$ cat config.mk
export PLATFORM = sky130hd
export DESIGN_NAME = seq_array_mult
export DESIGN_NICKNAME = d
export VERILOG_FILES = /design/src/rtl/seq_mult_pkg.sv /design/src/rtl/mult_pp_row.sv /design/src/rtl/seq_array_mult.sv
export SDC_FILE = /design/constraint.sdc
export NUM_CORES = 1
export LEC_CHECK = 0
export CAP_MARGIN = 20
export CORE_ASPECT_RATIO = 1.4
export CORE_UTILIZATION = 40
export CTS_BUF_LIST = sky130_fd_sc_hd__clkbuf_8
export CTS_CLUSTER_DIAMETER = 30
export DETAILED_ROUTE_END_ITERATION = 7
export PLACE_DENSITY = 0.69
export SLEW_MARGIN = 20
export SYNTH_ARGS = -nofsm -noshare
export SYNTH_HDL_FRONTEND = slang
export SYNTH_SLANG_ARGS = --single-unit
$ cat constraint.sdc
create_clock -name clk -period 11.9 [get_ports clk]
set_clock_uncertainty 0.2 [all_clocks]
set_input_delay 1.19 -clock clk [delete_from_list [all_inputs] [get_ports clk]]
set_output_delay 1.19 -clock clk [all_outputs]
set_load 0.02 [all_outputs]
$ cat src/rtl/seq_mult_pkg.sv
// Shared types and helpers for the sequential shift-add multiplier.
package seq_mult_pkg;

   typedef enum logic [1:0] {
      IDLE = 2'd0,
      BUSY = 2'd1,
      DONE = 2'd2
   } state_t;

   localparam int DEF_WIDTH = 8;

   // Magnitude of a sign-extended 32-bit operand. When sgn=0 the value is
   // zero-extended by the caller, so it passes through unchanged. The most
   // negative operand maps to 2^(WIDTH-1), which still fits in WIDTH bits.
   function automatic logic [31:0] abs_mag(input logic [31:0] value, input logic sgn);
      abs_mag = (sgn && value[31]) ? (~value + 32'd1) : value;
   endfunction

endpackage

$ cat src/rtl/mult_pp_row.sv
// One partial-product row: AND the multiplicand with a multiplier bit,
// shift it into position and add it to the running accumulator.
module mult_pp_row
   import seq_mult_pkg::*;
#(
   parameter int WIDTH = DEF_WIDTH,
   parameter int CNT_W = $clog2(WIDTH) + 1
) (
   input  logic [WIDTH-1:0]   i_mcand,
   input  logic               i_bit,
   input  logic [2*WIDTH-1:0] i_acc,
   input  logic [CNT_W-1:0]   i_shift,
   output logic [2*WIDTH-1:0] o_acc
);

   logic [2*WIDTH-1:0] w_row;

   // Gate the row, widen to product width, then shift and accumulate.
   always_comb begin
      w_row = {{WIDTH{1'b0}}, i_mcand & {WIDTH{i_bit}}};
      o_acc = i_acc + (w_row << i_shift);
   end

endmodule

$ cat src/rtl/seq_array_mult.sv
// Sequential WIDTH x WIDTH multiplier, signed or unsigned, one partial
// product row per clock, valid/ready on both sides.
// Optional: define SEQ_MULT_EARLY_TERM_EN to finish as soon as the remaining
// multiplier magnitude is zero (data-dependent latency, same result).
module seq_array_mult
   import seq_mult_pkg::*;
#(
   parameter  int WIDTH = DEF_WIDTH,
   localparam int CNT_W = $clog2(WIDTH) + 1
) (
   input  logic               clk,
   input  logic               rst_n,
   input  logic               in_valid,
   output logic               in_ready,
   input  logic [WIDTH-1:0]   a,
   input  logic [WIDTH-1:0]   m,
   input  logic               sgn,
   output logic               out_valid,
   input  logic               out_ready,
   output logic [2*WIDTH-1:0] p,
   output logic               busy
);

   state_t               r_state;
   state_t               w_state_nxt;
   logic [2*WIDTH-1:0]   r_acc;
   logic [2*WIDTH-1:0]   r_p;
   logic [WIDTH-1:0]     r_mcand;
   logic [WIDTH-1:0]     r_mult;
   logic [CNT_W-1:0]     r_cnt;
   logic                 r_neg;

   logic [31:0]          w_a_ext;
   logic [31:0]          w_m_ext;
   logic [WIDTH-1:0]     w_a_mag;
   logic [WIDTH-1:0]     w_m_mag;
   logic [WIDTH-1:0]     w_mult_shr;
   logic [2*WIDTH-1:0]   w_acc_nxt;
   logic [2*WIDTH-1:0]   w_p_fix;
   logic                 w_last;

   // Operand magnitudes: sign-extend only in signed mode.
   always_comb begin
      w_a_ext = sgn ? 32'(signed'(a)) : 32'(a);
      w_m_ext = sgn ? 32'(signed'(m)) : 32'(m);
      w_a_mag = WIDTH'(abs_mag(w_a_ext, sgn));
      w_m_mag = WIDTH'(abs_mag(w_m_ext, sgn));
   end

   mult_pp_row #(
      .WIDTH (WIDTH),
      .CNT_W (CNT_W)
   ) u_row (
      .i_mcand (r_mcand),
      .i_bit   (r_mult[0]),
      .i_acc   (r_acc),
      .i_shift (r_cnt),
      .o_acc   (w_acc_nxt)
   );

   // Last-row detect and sign fix of the final sum.
   always_comb begin
      w_mult_shr = r_mult >> 1;
`ifdef SEQ_MULT_EARLY_TERM_EN
      w_last     = (r_cnt == CNT_W'(WIDTH - 1)) || (w_mult_shr == '0);
`else
      w_last     = (r_cnt == CNT_W'(WIDTH - 1));
`endif
      w_p_fix    = r_neg ? (~w_acc_nxt + (2*WIDTH)'(1)) : w_acc_nxt;
   end

   // State register.
   always_ff @(posedge clk or negedge rst_n) begin
      if (!rst_n) r_state <= IDLE;
      else        r_state <= w_state_nxt;
   end

   // Next-state logic.
   always_comb begin
      w_state_nxt = r_state;
      case (r_state)
         IDLE:    if (in_valid)  w_state_nxt = BUSY;
         BUSY:    if (w_last)    w_state_nxt = DONE;
         DONE:    if (out_ready) w_state_nxt = IDLE;
         default: w_state_nxt = IDLE;
      endcase
   end

   // Datapath: latch operands on accept, add one row per BUSY edge,
   // capture the signed product on the last row.
   always_ff @(posedge clk or negedge rst_n) begin
      if (!rst_n) begin
         r_acc   <= '0;
         r_p     <= '0;
         r_mcand <= '0;
         r_mult  <= '0;
         r_cnt   <= '0;
         r_neg   <= 1'b0;
      end else begin
         case (r_state)
            IDLE: begin
               if (in_valid) begin
                  r_mcand <= w_a_mag;
                  r_mult  <= w_m_mag;
                  r_neg   <= sgn & (a[WIDTH-1] ^ m[WIDTH-1]);
                  r_acc   <= '0;
                  r_cnt   <= '0;
               end
            end
            BUSY: begin
               r_acc  <= w_acc_nxt;
               r_mult <= w_mult_shr;
               r_cnt  <= r_cnt + CNT_W'(1);
               if (w_last) r_p <= w_p_fix;
            end
            default: ;
         endcase
      end
   end

   assign in_ready  = (r_state == IDLE);
   assign busy      = (r_state == BUSY);
   assign out_valid = (r_state == DONE);
   assign p         = r_p;

endmodule

* Word-level counts from Yosys, hierarchy flattened
Index checks and enable logic that the tools add are counted.
** Storage, ports and cells
- Register bits after elaboration :: 55
- Bits in latches :: 0
- Memory bits (writable) :: 0
- Bits in read-only memories :: 0
- Output and inout port bits :: 19
- Word-level logic and storage cells :: 48
- Memories kept :: 0
** Operators by class
- Add/subtract/negate cells :: 5
- Multipliers :: 0
- Div/mod/pow operators :: 0
- Magnitude comparators :: 0
- Equality and inequality tests :: 6
- Shifts and indexed selects :: 1
- Multiplexer cells :: 15
- Bitwise operators :: 6
- Reduce and logical (&&, ||, !) cells :: 8
** Operators with widths (number)
- $mux W32 :: 2
- $mux W16 :: 2
- $pmux W16 S2 :: 1
- $mux W8 :: 3
- $add A16 B1 Y16 const B :: 1
- $add A16 B16 Y16 :: 1
- $add A8 B1 Y8 const B :: 2
- $not A16 Y16 :: 1
- $not A8 Y8 :: 2
- $pmux W8 S2 :: 1
- $shl A8 B4 Y16 :: 1
- $and A8 B8 Y8 :: 1
- $pmux W4 S2 :: 1
- $mux W2 :: 3
- $pmux W2 S3 :: 1
- $reduce_and A2 Y1 :: 3
- $add A4 B1 Y4 const B :: 1
- $eq A4 B3 Y1 const B :: 1
- $mux W4 :: 1
- $ne A2 B1 Y1 const B :: 2
- $reduce_and A3 Y1 :: 1
- $eq A2 B1 Y1 const B :: 1
- $eq A2 B2 Y1 const B :: 1
- $logic_and A1 B1 Y1 :: 2
- 5 further kinds :: 5

* Logic depth before layout (Yosys ltp)
- Word-level depth :: 6
- Depth in mapped cells :: 16

* Cells and area by module
Synthesis repeated with hierarchy kept, for this count alone.
** Unflattened totals
- Cell total of the unflattened synthesis :: 475
- Area, all modules :: 4041.4 µm²
** Modules (own cells, without submodules)
- seq_array_mult :: instances 1, cells each 300, area each 2831.5 µm², sequential area each 1376.3 µm²
- mult_pp_row :: instances 1, cells each 175, area each 1209.9 µm², sequential area each 0.0 µm²

* Worst setup path after synthesis
No wires, ideal clock.
- Kind :: register to register
- From :: register r_mult[0]
- To :: register r_p[15], in the netlist p[15]
- Library setup time :: 69 ps
- Arrival time :: 3645 ps
- Data required time :: 11631 ps
- Setup slack :: 7985 ps
- Stages on the path, launching flop included :: 14
- Buffers on the path :: 1
- Clock period less this slack :: 3915 ps
- Path through :: dfrtp_1 > clkbuf_1 > nor2b_1 > nor2b_1 > nor3b_1 > ha_1 > a211o_1 > a21o_1 > a311oi_4 > nand4_4 > nor4_4 > a41oi_1 > or4_1 > nand3_1
** Between the ends
- Word-level cells in the longest chain between the ends :: 6
** RTL lines
- start, declared :: line seq_array_mult.sv:29 : logic [WIDTH-1:0] r_mult;
- start signal, assigned :: line seq_array_mult.sv:104 : r_mult <= w_m_mag;
- start signal, assigned :: line seq_array_mult.sv:112 : r_mult <= w_mult_shr;
- $and A8 B8 Y8 (*) :: line mult_pp_row.sv:20 : w_row = {{WIDTH{1'b0}}, i_mcand & {WIDTH{i_bit}}};
- $shl A8 B4 Y16 (*) :: line mult_pp_row.sv:21 : o_acc = i_acc + (w_row << i_shift);
- $add A16 B16 Y16 (*) :: line mult_pp_row.sv:21
- $not A16 Y16 :: line seq_array_mult.sv:69 : w_p_fix = r_neg ? (~w_acc_nxt + (2*WIDTH)'(1)) : w_acc_nxt;
- $add A16 B1 Y16 :: line seq_array_mult.sv:69
- $mux W16 (*) :: line seq_array_mult.sv:69
- end signal, assigned :: line seq_array_mult.sv:114 : if (w_last) r_p <= w_p_fix;
- end, declared :: line seq_array_mult.sv:27 : logic [2*WIDTH-1:0] r_p;
Every way passes the cells marked *; elsewhere a longest branch is shown, timed or not.
A chain may end at the register's enable or synchronous reset.

* Final worst setup path
- From :: register r_cnt[0]
- To :: register r_p[15], in the netlist p[15]
** Between the ends
- Word-level cells in the longest chain between the ends :: 5
** RTL lines
- start, declared :: line seq_array_mult.sv:30 : logic [CNT_W-1:0] r_cnt;
- start signal, assigned :: line seq_array_mult.sv:113 : r_cnt <= r_cnt + CNT_W'(1);
- $shl A8 B4 Y16 :: line mult_pp_row.sv:21
- $add A16 B16 Y16 :: line mult_pp_row.sv:21
- $not A16 Y16 :: line seq_array_mult.sv:69
- $add A16 B1 Y16 :: line seq_array_mult.sv:69
- $mux W16 :: line seq_array_mult.sv:69
Parallel ways exist; a longest one is shown, timed or not.

==> flow_summary.ini <==
[final_layout]
fillers = 967
finish.net_count = 526
seq_area_sq_mm = 0.00138
multi_input_area_sq_mm = 0.00245
area_growth_pct = 13.9
drive_above_1_share_pct = 7.00
diodes = 0

[pwr]
power_frac_comb_pct = 62.7
internal-power_mw = 0.633
p_sw_share_pct = 48.2
power.share.sequential_pct = 29.2
peakVddDrop_v = 0.0000831
clockPowerShare_pct = 8.1
power_switching_mw = 0.589
cellLeakagePower_nw = 1.95
p_per_area_mw_per_mm2 = 269

[worst_setup_path]
critPathMaxStageDelay_ps = 760
cp_slowest_cell = dfrtp_1
path_cells = mux4_2, nand2_1, mux2_2, nor2_1, ha_1, a21o_1, a31o_1, a2111oi_4, nor3_1, nor4b_4, a41oi_1, or4_1, nand3_1
path_max_fanout = 18
worstSetupStartpointType = flip-flop
required_ps = 11940
reg2reg_depth = 13
crit_buf_inv = 0
worstSetupPathType = flip-flop to flip-flop
crit_family = simple AND/OR/NAND/NOR gates
r2r-start = r_cnt[0]
arrival_ps = 4550
reg2reg_to = p[15]
cp-end-kind = flip-flop
r2r_slack_ps = 7390

[synth]
async_reset_ff_share_pct = 100
syn_area_sq_mm = 0.00400
synth_top_cells_by_area = dfrtp_1 34%, o21ai_0 6.5%, ha_1 6.0%, nand2_1 5.5%, xnor2_1 4.2%
synth-edff-count = 0
postSynthCellCount = 459
synthTopCellsByCount = 59 x nand2_1, 55 x dfrtp_1, 52 x o21ai_0, 29 x nor2_1, 26 x nand3_1
synth_top_area_share_pct = 34.5
synth_ff_type = dfrtp_1
ys_ff_latch = 55
yosysWarnings = 0
syn_nets = 500
synth_top_area_cell = dfrtp_1
ys_types = 62
synth_seq_area_share_pct = 34.5
synth_most_common_cell = nand2_1
syn_area_per_cell_sq_um = 8.70

[grt]
grt_pass1_vias = 3163
gr-total-overflow = 0
grt_pass1_wl_um = 15100
antenna_found_initial = 0
grt.total_usage_pct = 18.4
grt_max_degree = 56

[route]
top_layer_used = met4
drt-vias-per-instance = 5.44
wl_per_cell_um = 14.4
dr.pass1.iters = 4
drtAntennaViolNets = 0
routed_wirelength_um = 8930
route.met3.wl_um = 333
drc_errors = 0
vias = 3365
wl_met2_um = 4650
m1WireLength_um = 3730
first_iter_violations = 126

[sta]
worst_pin_slew_ps = 829
period_share_pct = 37.9
relSlewSlack_pct = 44.3
fmax_mhz = 222
layout_min_cycle_time_ps = 4510
finalSetupViolations = 0
rsz0062_at_grt = false
tns_ps = 0
hold_violations = 0
slew_viol_final = 0
hold_slack_ps = 280

[die]
initial_utilization_pct = 41.8
ioPinCount = 40
core_sq_mm = 0.00956
placementRows = 42
die_y_um = 120
die_area_sq_mm = 0.0104
die_x_um = 86.5

[clocking]
clock_sinks = 55
cts_tree = done
clk_pin_slew_ps = 90
cts_inserted_buffers = 5
ctsResizeCount = 0
insertion_delay_ps = 310
post_cts_buffers = 0
cts_root_buf = clkbuf_8
clock_path_buffers = 2
cts_max_level = 2
cts_hold_buf = 0

[worst_hold_path]
min_path_cells = 2
holdCritStartpoint = p[9]
min_path_type = flip-flop to flip-flop
min_delay_worst_endpoint = p[9]

[place]
gp_congestion = 0.909
portBuffers = 39
dp_hpwl_um = 6790

[outcome]
status = completed

[job]
max_cap_violations = 0
==> power by group through the flow <==
stage / combinational, mW / clock [mW] / sequential [mW]
after global routing: 0.856 / 0.110 / 0.371
after floorplan: 0.596 / 0 / 0.341
after global placement: 0.751 / 0 / 0.357
final: 0.767 / 0.0986 / 0.357
after detailed placement: 0.768 / 0 / 0.360
after CTS: 0.769 / 0.103 / 0.357
==> cell families (layout without fill, tap and decap cells) <==
logic type,after synthesis,count (layout),synth area share (%)
xor gates and xnor gates,35,35,7.67
buffers and inverters,41,68,4.29
adders and majority gates,20,20,6.45
and+or+nand+nor,157,157,19.4
DFF,55,55,34.5
muxes,18,18,5.64
AOI/OAI and AO/OA,133,133,22.1
==> stage by stage <==
step	worst slack (ps)	util, %	std cells	power (mW)	area (sq um)
final	7390	47.6	618	1.22	4550
after floorplan	7990	-	459	0.937	4000
after global routing	7060	47.6	618	1.34	4550
after global placement	7490	46.7	610	1.11	4470
after CTS	7400	47.6	618	1.23	4550
after detailed placement	7430	46.7	610	1.13	4470
==> cell usage in the layout (no fill, tap or decap), types with 18 or more instances in the layout <==
cell	instances
nand2_1	59
dfrtp_1	55
o21ai_0	52
clkdlybuf4s50_1	38
nor2_1	29
nand3_1	26
a21oi_1	20
xnor2_1	19
ha_1	19
inv_1	18
==> registers in the layout, summed over array words and instances, names as in the netlist <==
register  cells
p            16
r_acc        16
r_mcand       8
r_mult        8
r_cnt         4
r_state       2
r_neg         1
==> routing by layer <==
layer | global-route usage (%) | vias up
li1 | - | 1702
met1 | 21.7 | 1570
met3 | 2.87 | 13
met5 | 0 | -
met4 | 7.40 | 0
met2 | 32.8 | 80
==> final cells by class <==
type	instances	area share (%)
Clock buffer	5	1.51
Clock inverter	3	0.275
Inverter	17	1.40
Multi-Input combinational cell	363	53.8
Sequential cell	55	30.3
Tap cell	132	3.63
Timing Repair Buffer	43	9.13
==> worst max path at each step <==
stage              start  endpoint  slack, ps  depth (start not counted)
2_1_floorplan  r_mult[0]     p[15]       7990                         13
3_3_place_gp    r_cnt[0]     p[15]       7490                         13
3_5_place_dp    r_cnt[0]     p[15]       7430                         13
4_1_cts         r_cnt[0]     p[15]       7400                         13
5_1_grt         r_cnt[0]     p[14]       7060                         14
6_report        r_cnt[0]     p[15]       7390                         13
==> worst reg2reg max path, stage by stage, from the launching register on <==
cell and delay (ps):
dfrtp_1 760, mux4_2 580, nand2_1 140, mux2_2 190
nor2_1 50, ha_1 410, a21o_1 230, a31o_1 260
a2111oi_4 420, nor3_1 160, nor4b_4 370, a41oi_1 180
or4_1 430, nand3_1 90
(Power assumes the default switching activity.)
==> edit (same settings) <==
The option `SEQ_MULT_EARLY_TERM_EN` is turned on by a define.
--- a/src/rtl/seq_array_mult.sv
+++ b/src/rtl/seq_array_mult.sv
@@ -4,2 +4,4 @@
 // multiplier magnitude is zero (data-dependent latency, same result).
+`define SEQ_MULT_EARLY_TERM_EN
+
 module seq_array_mult
Check against the original RTL: not equivalent (Yosys sat finds a counterexample within 4 cycles, from zero or initial values and one cycle with rst_n low).
==> edit against the original RTL <==
Area after synthesis shrank 3.3%; non-clock buffer count shrank 2; design area decreased by 3.0%; routed wire length shrank 4.5%; combinational power up 3.0%; setup slack lost 0.26 ns; power grew 3.8%; first-iteration DRC count rose by 43%; via count fell by 0.83%; fmax fell by 5.5%; sequential cell count did not move.
==> edit: results (changes against the original RTL) <==
Leak 0.00188 uW (-3.7%); Synth top cells by count dfrtp_1, nand2_1, nor2_1, o21ai_0, nand3_1; Clock Path Buffers 2 (unchanged); Synth cell types 54 (-13%); CTS clock-pin slew for the worst setup and hold paths 0.11 ns (+0.02 ns); drt pass-1 iters 4 (unchanged); Nets 522 (-0.76%); Iter 0 DRT Violations 180 (+43%); status finished, final reports clean; Peak VDD IR 0.0790 mV (-4.9%); hold path depth 1 (-1); DP HPWL 6.46 mm (-4.9%); share of post-route cells with drive strength above 1 6.22% (-0.77 points); Worst Max-Slew Pin Slew 0.990 ns (+0.160 ns); DR vias 3337 (-0.83%); Seq/Total Area, Yosys 35.6% (+1.2 points); crit-path max FO 20 (+2); initial antenna violation count 0 (unchanged); hold path start p[2]; clk_lat worst skew 0.33 ns (+0.02 ns); final cycle utilization of the critical path 40.1% (+2.2 points); Place WS 7.17 ns (-0.257 ns); top cells by area, synth dfrtp_1, ha_1, o21ai_0; cells on worst reg2reg path 15 (+2); wire per inst 14.4 um (-0.26%); htree depth 2 (unchanged); Hold EP p[2]; vias in the first global route 3226 (+2.0%); first-pass GRT wire length 14.8 mm (-1.6%); Syn Nets 498 (-0.40%); Filler Cell Count 920 (-4.9%); final max-slew violation count 0 (unchanged); Placer Congestion 0.888 (-2.2%); global-route usage over all layers 18.5% (+0.078 points); R2R Setup Slk 7.13 ns (-0.26 ns)
edit: cell types whose count changed after synthesis, sizes merged, moves of 4 or more:
cell	before	now
nand3	26	30
or3	6	2
buf	5	1
nor2	29	42
o21ai	54	41
a21oi	20	29
nand2	59	50
clkbuf	19	23
edit: area by class of cell:
cell class | count | share of cell area [%]
sequential | 55 | 31.2
clock inverter | 3 | 0.652
inverter | 17 | 1.45
clock buffer | 5 | 1.56
timing repair buffer | 41 | 9.08
tap | 110 | 3.12
multi-input combinational | 361 | 52.9
edit: stage by stage:
| step | hold WS, ns | total power, uW | cell area, um^2 | cells |
|---|---|---|---|---|
| 3_3_place_gp | 0.294 | 1140 | 4310 | 584 |
| 5_1_grt | 0.342 | 1390 | 4410 | 592 |
| 6_report | 0.320 | 1270 | 4410 | 592 |
| 2_1_floorplan | 0.274 | 949 | 3860 | 457 |
| 4_1_cts | 0.324 | 1270 | 4410 | 592 |
| 3_5_place_dp | 0.297 | 1160 | 4310 | 584 |
edit: kinds of logic (layout without fill, tap and decap cells):
group,count (synthesis),after routing,share of synthesized area (%)
multiplexers,19,19,5.54
AO/OA/AOI/OAI,121,121,19.8
buffers and inverters,41,66,3.98
XOR/XNOR,35,35,7.93
AND/OR/NAND/NOR,166,166,20.5
adder cells (fa/ha/maj),20,20,6.67
flip-flops,55,55,35.6
edit: how the worst max path moves through the flow:
stage | startpoint | end
2_1_floorplan | r_cnt[0] | p[15]
3_3_place_gp | r_cnt[0] | p[15]
3_5_place_dp | r_cnt[0] | p[15]
4_1_cts | r_cnt[0] | p[15]
5_1_grt | r_cnt[0] | p[15]
6_report | r_cnt[0] | p[15]
edit: worst max-delay path, delay by kind of cell, from the launching register on:
family                   cells  cell delay [ns]
AND/OR/NAND/NOR              6             1.45
multiplexers                 3             0.86
flip-flops                   1             0.76
AO/OA/AOI/OAI                3             0.69
XOR/XNOR                     2             0.36
adder cells (fa/ha/maj)      1             0.35
edit: power by group:
group | internal [uW] | total (uW) | switching (uW)
Clock | 43.7 | 111 | 67.4
Sequential | 274 | 367 | 92.8
Combinational | 325 | 790 | 464
edit: metal layers:
metal / wire, um / GRT usage (%) / vias to the layer above
li1: - / - / 1670
met1: 3570 / 21.7 / 1585
met2: 4410 / 32.0 / 63
met3: 224 / 2.86 / 19
met4: 328 / 9.64 / 0
met5: 0 / 0 / -
